<file path="config.mk">
export PLATFORM = sky130hd
export DESIGN_NAME = pipeline_stall_ctrl
export DESIGN_NICKNAME = d
export VERILOG_FILES = /design/src/rtl/pipe_ctrl_pkg.sv /design/src/rtl/pipe_stall_perf.sv /design/src/rtl/pipeline_stall_ctrl.sv
export SDC_FILE = /design/constraint.sdc
export NUM_CORES = 1
export LEC_CHECK = 0
export CAP_MARGIN = 30
export CELL_PAD_IN_SITES_DETAIL_PLACEMENT = 0
export CELL_PAD_IN_SITES_GLOBAL_PLACEMENT = 1
export CORE_AREA = 3 3 40 42
export CTS_CLUSTER_DIAMETER = 150
export CTS_CLUSTER_SIZE = 16
export DETAILED_ROUTE_END_ITERATION = 12
export DIE_AREA = 0 0 43 45
export DONT_BUFFER_PORTS = 1
export MAX_ROUTING_LAYER = met4
export PLACE_DENSITY_LB_ADDON = 0.1
export SLEW_MARGIN = 20
export SYNTH_ARGS = -nofsm -noshare
export SYNTH_HDL_FRONTEND = slang
export SYNTH_SLANG_ARGS = --single-unit
</file>
<file path="constraint.sdc">
create_clock -name clk -period 2.3 [get_ports clk]
set_input_delay 0.23 -clock clk [delete_from_list [all_inputs] [get_ports clk]]
set_output_delay 0.23 -clock clk [all_outputs]
set_load 0.02 [all_outputs]
</file>
<file path="src/rtl/pipe_ctrl_pkg.sv">
// Shared types and widths for the pipeline stall/flush sequencer.
package pipe_ctrl_pkg;
  localparam int STATE_W     = 2;
  localparam int STALL_CNT_W = 4;
  localparam int PERF_CNT_W  = 32;

  typedef enum logic [STATE_W-1:0] {
    RUN      = 2'd0,
    LU_STALL = 2'd1,
    FREEZE   = 2'd2
  } state_t;
endpackage

</file>
<file path="src/rtl/pipe_stall_perf.sv">
// Stall-cycle and flush-event counters; only built with PIPE_STALL_PERF_EN.
module pipe_stall_perf
  import pipe_ctrl_pkg::*;
(
  input  logic                  clk,
  input  logic                  rst,
  input  logic                  stall_evt,
  input  logic                  flush_evt,
  output logic [PERF_CNT_W-1:0] stall_cycles,
  output logic [PERF_CNT_W-1:0] flush_events
);
  // Counters wrap naturally modulo 2^PERF_CNT_W.
  always_ff @(posedge clk) begin
    if (rst) begin
      stall_cycles <= '0;
      flush_events <= '0;
    end else begin
      if (stall_evt) stall_cycles <= stall_cycles + 1'b1;
      if (flush_evt) flush_events <= flush_events + 1'b1;
    end
  end
endmodule

</file>
<file path="src/rtl/pipeline_stall_ctrl.sv">
// Arbitrates mem freeze, branch flush and load-use stall into pipeline enables.
// Optional perf counters are enabled by defining PIPE_STALL_PERF_EN.
module pipeline_stall_ctrl
  import pipe_ctrl_pkg::*;
#(
  parameter int MAX_STALL = 2
) (
  input  logic               clk,
  input  logic               rst,
  input  logic               load_use_stall,
  input  logic               branch_taken,
  input  logic               mem_busy,
  output logic               pc_write,
  output logic               if_id_write,
  output logic               pipe_write,
  output logic               if_id_flush,
  output logic               id_ex_flush,
  output logic               ex_mem_flush,
  output logic               hazard_error,
  output logic [STATE_W-1:0] state
`ifdef PIPE_STALL_PERF_EN
  ,
  output logic [PERF_CNT_W-1:0] perf_stall_cycles,
  output logic [PERF_CNT_W-1:0] perf_flush_events
`endif
);
  state_t                 st;
  logic                   pending_flush;
  logic [STALL_CNT_W-1:0] stall_cnt;
  logic [STALL_CNT_W-1:0] cnt_inc;
  logic                   do_flush;
  logic                   do_lu;

  assign state    = st;
  assign do_flush = !mem_busy && (branch_taken || pending_flush);
  assign do_lu    = !mem_busy && !do_flush && load_use_stall;
  assign cnt_inc  = (stall_cnt == '1) ? stall_cnt : stall_cnt + 1'b1;

  always_comb begin
    pc_write     = 1'b1;
    if_id_write  = 1'b1;
    pipe_write   = 1'b1;
    if_id_flush  = 1'b0;
    id_ex_flush  = 1'b0;
    ex_mem_flush = 1'b0;
    if (rst) begin
      {pc_write, if_id_write, pipe_write}        = 3'b000;
      {if_id_flush, id_ex_flush, ex_mem_flush}   = 3'b111;
    end else if (mem_busy) begin
      {pc_write, if_id_write, pipe_write}        = 3'b000;
    end else if (do_flush) begin
      {if_id_flush, id_ex_flush, ex_mem_flush}   = 3'b111;
    end else if (do_lu) begin
      // Hold PC and IF/ID, let the load advance, bubble into ID/EX.
      pc_write    = 1'b0;
      if_id_write = 1'b0;
      id_ex_flush = 1'b1;
    end
  end

  always_ff @(posedge clk) begin
    if (rst) begin
      st            <= RUN;
      pending_flush <= 1'b0;
      stall_cnt     <= '0;
      hazard_error  <= 1'b0;
    end else if (mem_busy) begin
      // Stall count is kept so a freeze cannot hide a stuck stall.
      st <= FREEZE;
      if (branch_taken) pending_flush <= 1'b1;
    end else if (do_flush) begin
      st            <= RUN;
      pending_flush <= 1'b0;
      stall_cnt     <= '0;
    end else if (do_lu) begin
      st        <= LU_STALL;
      stall_cnt <= cnt_inc;
      if (cnt_inc > STALL_CNT_W'(MAX_STALL)) hazard_error <= 1'b1;
    end else begin
      st        <= RUN;
      stall_cnt <= '0;
    end
  end

`ifdef PIPE_STALL_PERF_EN
  pipe_stall_perf u_perf (
    .clk          (clk),
    .rst          (rst),
    .stall_evt    (!rst && (mem_busy || do_lu)),
    .flush_evt    (!rst && do_flush),
    .stall_cycles (perf_stall_cycles),
    .flush_events (perf_flush_events)
  );
`endif
endmodule
</file>
---- Yosys cells after proc, flatten, opt, wreduce, memory -nomap -nowiden ----
Index checks and enable logic that the tools add are counted.
word-level totals
  word-level logic and storage cells ...... 43
  register bits after elaboration ......... 8
  output and inout port bits .............. 9
cells by class
  bitwise logic cells ..................... 2
  reductions and logical operators ........ 10
  add/sub/neg operators ................... 1
  mux-type cells .......................... 22
  equal/unequal tests ..................... 2
  magnitude comparators ................... 1
operators with widths
  kind                                                            number
  2-to-1 mux 1 bit                                                18
  2-to-1 mux 4 bit                                                3
  adder 4 x 1 -> 4 bit (second input constant)                    1
  == test 4 bit (second input constant)                           1
  greater-than comparator 4 x 2 -> 1 bit (second input constant)  1
  AND reduction 4 bit                                             1
  logical AND 1 bit                                               3
  OR reduction 3 bit                                              1
  logical NOT 1 bit                                               2
  2-to-1 mux 2 bit                                                1
  inequality test 2 bit (second input constant)                   1
  NOT 1 bit                                                       2
  AND reduction 2 bit                                             1
  nonzero test 2 bit                                              1
  logical OR 1 bit                                                1

---- Logic depth before layout (Yosys ltp) ----
  depth after elaboration ................. 9
  gate-level depth with buffers ........... 4
  mapped depth without buffers ............ 4

---- Worst setup path before layout ----
Ideal clock, no wire load.
  path kind ............................... flip-flop to output port
  start ................................... register pending_flush
  end ..................................... output port pc_write
  path buffers ............................ 1
  arrival ................................. 1,281 ps
  required time ........................... 2,070 ps
  setup slack ............................. 789 ps
  cell stages (with the launch flop) ...... 4
  path through ............................ dfxtp_1 -> nor3b_4 -> nor3_1 -> buf_4
between the ends
  word-level cells in the longest chain between the ends .. 9
RTL lines
  item                                line                       RTL
  from (decl)                         pipeline_stall_ctrl.sv:28  logic pending_flush;
  from (signal assigned)              pipeline_stall_ctrl.sv:64  pending_flush <= 1'b0;
  from (signal assigned)              pipeline_stall_ctrl.sv:70  if (branch_taken) pending_flush <= 1'b1;
  from (signal assigned)              pipeline_stall_ctrl.sv:73  pending_flush <= 1'b0;
  logical OR 1 bit (*)                pipeline_stall_ctrl.sv:35  assign do_flush = !mem_busy && (branch_taken || pending_flush);
  logical AND 1 bit (*)               pipeline_stall_ctrl.sv:35
  logical NOT 1 bit                   pipeline_stall_ctrl.sv:36  assign do_lu = !mem_busy && !do_flush && load_use_stall;
  logical AND 1 bit (2 in series)     pipeline_stall_ctrl.sv:36
  2-to-1 mux 1 bit                    -
  2-to-1 mux 1 bit (*) (3 in series)  -
  to (decl)                           pipeline_stall_ctrl.sv:13  output logic pc_write,
Mark *: on every way between the ends. The rest lies on a longest branch, timed or not.

---- Final worst setup path ----
  start ................................... register pending_flush
  end ..................................... output port id_ex_flush
between the ends
  word-level cells in the longest chain between the ends .. 9
RTL lines
  item                             line                       RTL
  logical OR 1 bit (*)             pipeline_stall_ctrl.sv:35
  logical AND 1 bit (*)            pipeline_stall_ctrl.sv:35
  logical NOT 1 bit                pipeline_stall_ctrl.sv:36
  logical AND 1 bit (2 in series)  pipeline_stall_ctrl.sv:36
  2-to-1 mux 1 bit                 pipeline_stall_ctrl.sv:53  end else if (do_lu) begin
  2-to-1 mux 1 bit (*)             pipeline_stall_ctrl.sv:51  end else if (do_flush) begin
  2-to-1 mux 1 bit (*)             pipeline_stall_ctrl.sv:49  end else if (mem_busy) begin
  2-to-1 mux 1 bit (*)             pipeline_stall_ctrl.sv:46  if (rst) begin
  to (decl)                        pipeline_stall_ctrl.sv:17  output logic id_ex_flush,
Marks and branches as above.

==> reports/results.md <==
* complete, no violations — result of the run
* 49 — number of cells produced by synthesis
* 0 ps — Total Neg Setup Slack
* 50 ps — clock slew at the register clock pins of the worst setup and hold paths
* 43 um — die width
* false — setup repair after global routing missed its margin
* 441.7 sq um — cell area after synthesis
* 13.88 um — DR WL/cell
* clkbuf_4 — root buffer selected by CTS
* 0 — number of pins with negative max-slew slack in the final report
* 0 — post-CTS repair timing setup buffer count
* 0.1627 nW — leakage power of the design
* 6.679 ps — Worst Clk Skew
* flip-flop — sort of element at the start of the critical path
* 11.25% — GRT Total Usage
* 14 — number of top-level pins
* 0 — setup violators final
* 0 — port bufs
* 0.0002707 V — worst-case vdd ir drop
* 368 — number of global-route vias before repair
* 2 — maximum count of clock buffers along a single path
* 591.2 mW/mm^2 — total power per unit cell area
* 373 — total vias in the final route
* 460 ps — delay of the slowest cell on the worst path
* dfxtp_1 — Worst path slowest cell
* yes — CTS tree
* 0 — # resized after CTS
* 8 — Seq cells post-synth
* in -> reg — HP Class
* 0 — hold buffer count at cts
* 0 — Final Hold Vio Count
* 1405 ps — Period minus WS final
* 711.7 MHz — Achievable Freq
* 5 — number of violations reported at the end of detailed-routing iteration 0
* 1011 ps — DP Worst Slack
* 0 — grt ovf
* 0 — number of antenna violations at the first check in global routing
* 4 — number of iterations in the first detailed-routing pass
* 895.0 ps — final setup margin
* 13 — Row Count
* 0.001935 sq mm — area enclosed by the die boundary
* 8 — Clock Sinks
* primary output — sort of element at the end of the critical path
* 34.37% — starting density of the core
* 25 — number of distinct library cell variants in the gate-level netlist after synthesis
* 1.559 mm — first-pass GRT wire length
* flip-flops — kind of cell adding the most delay to the critical path
* 3 — clock buffers created by TritonCTS
* 2070 ps — required time at the endpoint of the critical path
* 36.25 ps — worst slack on hold paths
* 8.499% — area growth from synthesis to layout
* 59 — Final nets
* 70.98% — slew margin rel.
* 4 — largest driver fanout on the critical path
* 1 — # H-tree levels
* reg -> out — start-to-end type of the worst setup path
* 36.26% — share of synthesized area occupied by flip-flops and latches
* 916 um — final WL
* 55 — net count of the mapped netlist
* 1180 ps — data arrival time at the worst-slack endpoint
* 0.2833 mW — PnR Total Power
* 434.4 ps — worst slew pin tran
* 9.014 sq um — per-instance average area after synthesis
* nor3_1 > o21bai_1 — sequence of cells on the critical path
* 0.8457 — gpl congestion
* 682.2 um — hpwl dp
* 45 um — die outline height
* 37.29% — final core occ
* 0 — number of remaining DRC errors
* 0 — number of buffers and inverters on the critical path
* 19.61% — fraction of final layout cells with drive strength greater than 1
* 61.09% — Final period util
* 0 — post-route antenna net violation count
* 0 — Yosys warnings
* 0 — number of max-cap violations
* 250 ps — insertion delay of the later-clocked pin in the worst-skew pair
* 0.001285 sq mm — core footprint
* 5.652 — vias per inst
* 14 — pin count of the biggest net entering global routing
* 0 — Antenna Diode Count
==> routing by layer <==
metal	share of wire [%]	global-route usage (%)	vias to the layer above
li1	-	-	183
met1	44	13.56	170
met2	43	16.17	18
met3	11	4.781	2
met4	2.0	5.422	0
met5	0	-	-
==> cells in the final DEF, fill, tap and decap left out <==
cell type  instances
a21o_1             1
nor3_1             3
nand3_1            3
dfxtp_1            8
nand2b_1           2
a41oi_1            1
nor4b_4            1
a211oi_2           1
nor2_1             6
nor3b_4            1
o21bai_1           2
o21ai_1            2
and2_1             1
o31ai_2            1
a211oi_1           3
buf_4              2
nand2_1            2
a31oi_1            1
inv_1              2
and2_2             1
o21ai_0            1
clkbuf_4           3
ha_1               1
nand4b_1           1
a21oi_1            1
==> report_power, final <==
part	total (mW)	internal (mW)	leakage, nW	switching, mW
Clock	0.104	0.0595	0.0138	0.0448
Combinational	0.0319	0.0130	0.0838	0.0188
Sequential	0.147	0.142	0.0650	0.00521
Total	0.283	0.214	0.163	0.0688
==> layout make-up <==
class,count,area [sq um]
Clock buffer,3,22.52
Fill cell,136,805.8
Inverter,2,7.507
Multi-Input combinational cell,36,255.2
Sequential cell,8,160.2
Tap cell,15,18.77
Timing Repair Buffer,2,15.01
==> logic make-up (layout without fill, tap and decap cells) <==
| kind of cell | count (synthesis) | in the layout | share of synthesized area, % |
|---|---|---|---|
| adder cells (fa/ha/maj) | 1 | 1 | 2.832 |
| AO/OA/AOI/OAI | 14 | 14 | 23.79 |
| flip-flops | 8 | 8 | 36.26 |
| AND/OR/NAND/NOR | 21 | 21 | 31.16 |
| buffers and inverters | 5 | 7 | 5.948 |
==> sequential cells by signal, indices dropped and copies added (netlist names) <==
name / count
state: 2
stall_cnt: 4
pending_flush: 1
hazard_error: 1
==> cells in the mapped netlist, drive strengths merged <==
master,count,area share [%]
a21o,1,1.7
dfxtp,8,36
a211oi,4,7.9
buf,2,3.4
o21ai,3,3.4
o31ai,1,2.8
a21oi,1,1.1
nor3,3,3.4
a31oi,1,1.4
ha,1,2.8
clkbuf,1,0.85
nor3b,1,4.2
nor4b,1,5.4
o21bai,2,3.4
nor2,6,5.1
a41oi,1,2.0
nand3,3,3.4
and2,2,3.1
inv,2,1.7
nand2,2,1.7
nand4b,1,2.0
nand2b,2,2.8
==> worst paths after layout <==
kind	startpoint	depth (start not counted)	slack (ps)	to
setup / recovery	pending_flush	2	890	id_ex_flush
hold / removal	rst	1	40	hazard_error
setup reg to reg	stall_cnt[0]	4	990	stall_cnt[1]
hold reg to reg	stall_cnt[1]	2	540	stall_cnt[1]
==> metrics by stage <==
step	std cells	instance area (sq um)
after global routing	66	479.2
after detailed placement	63	456.7
after global placement	63	456.7
after CTS	66	479.2
final	66	479.2
after floorplan	49	441.7
(Power assumes the default switching activity.)
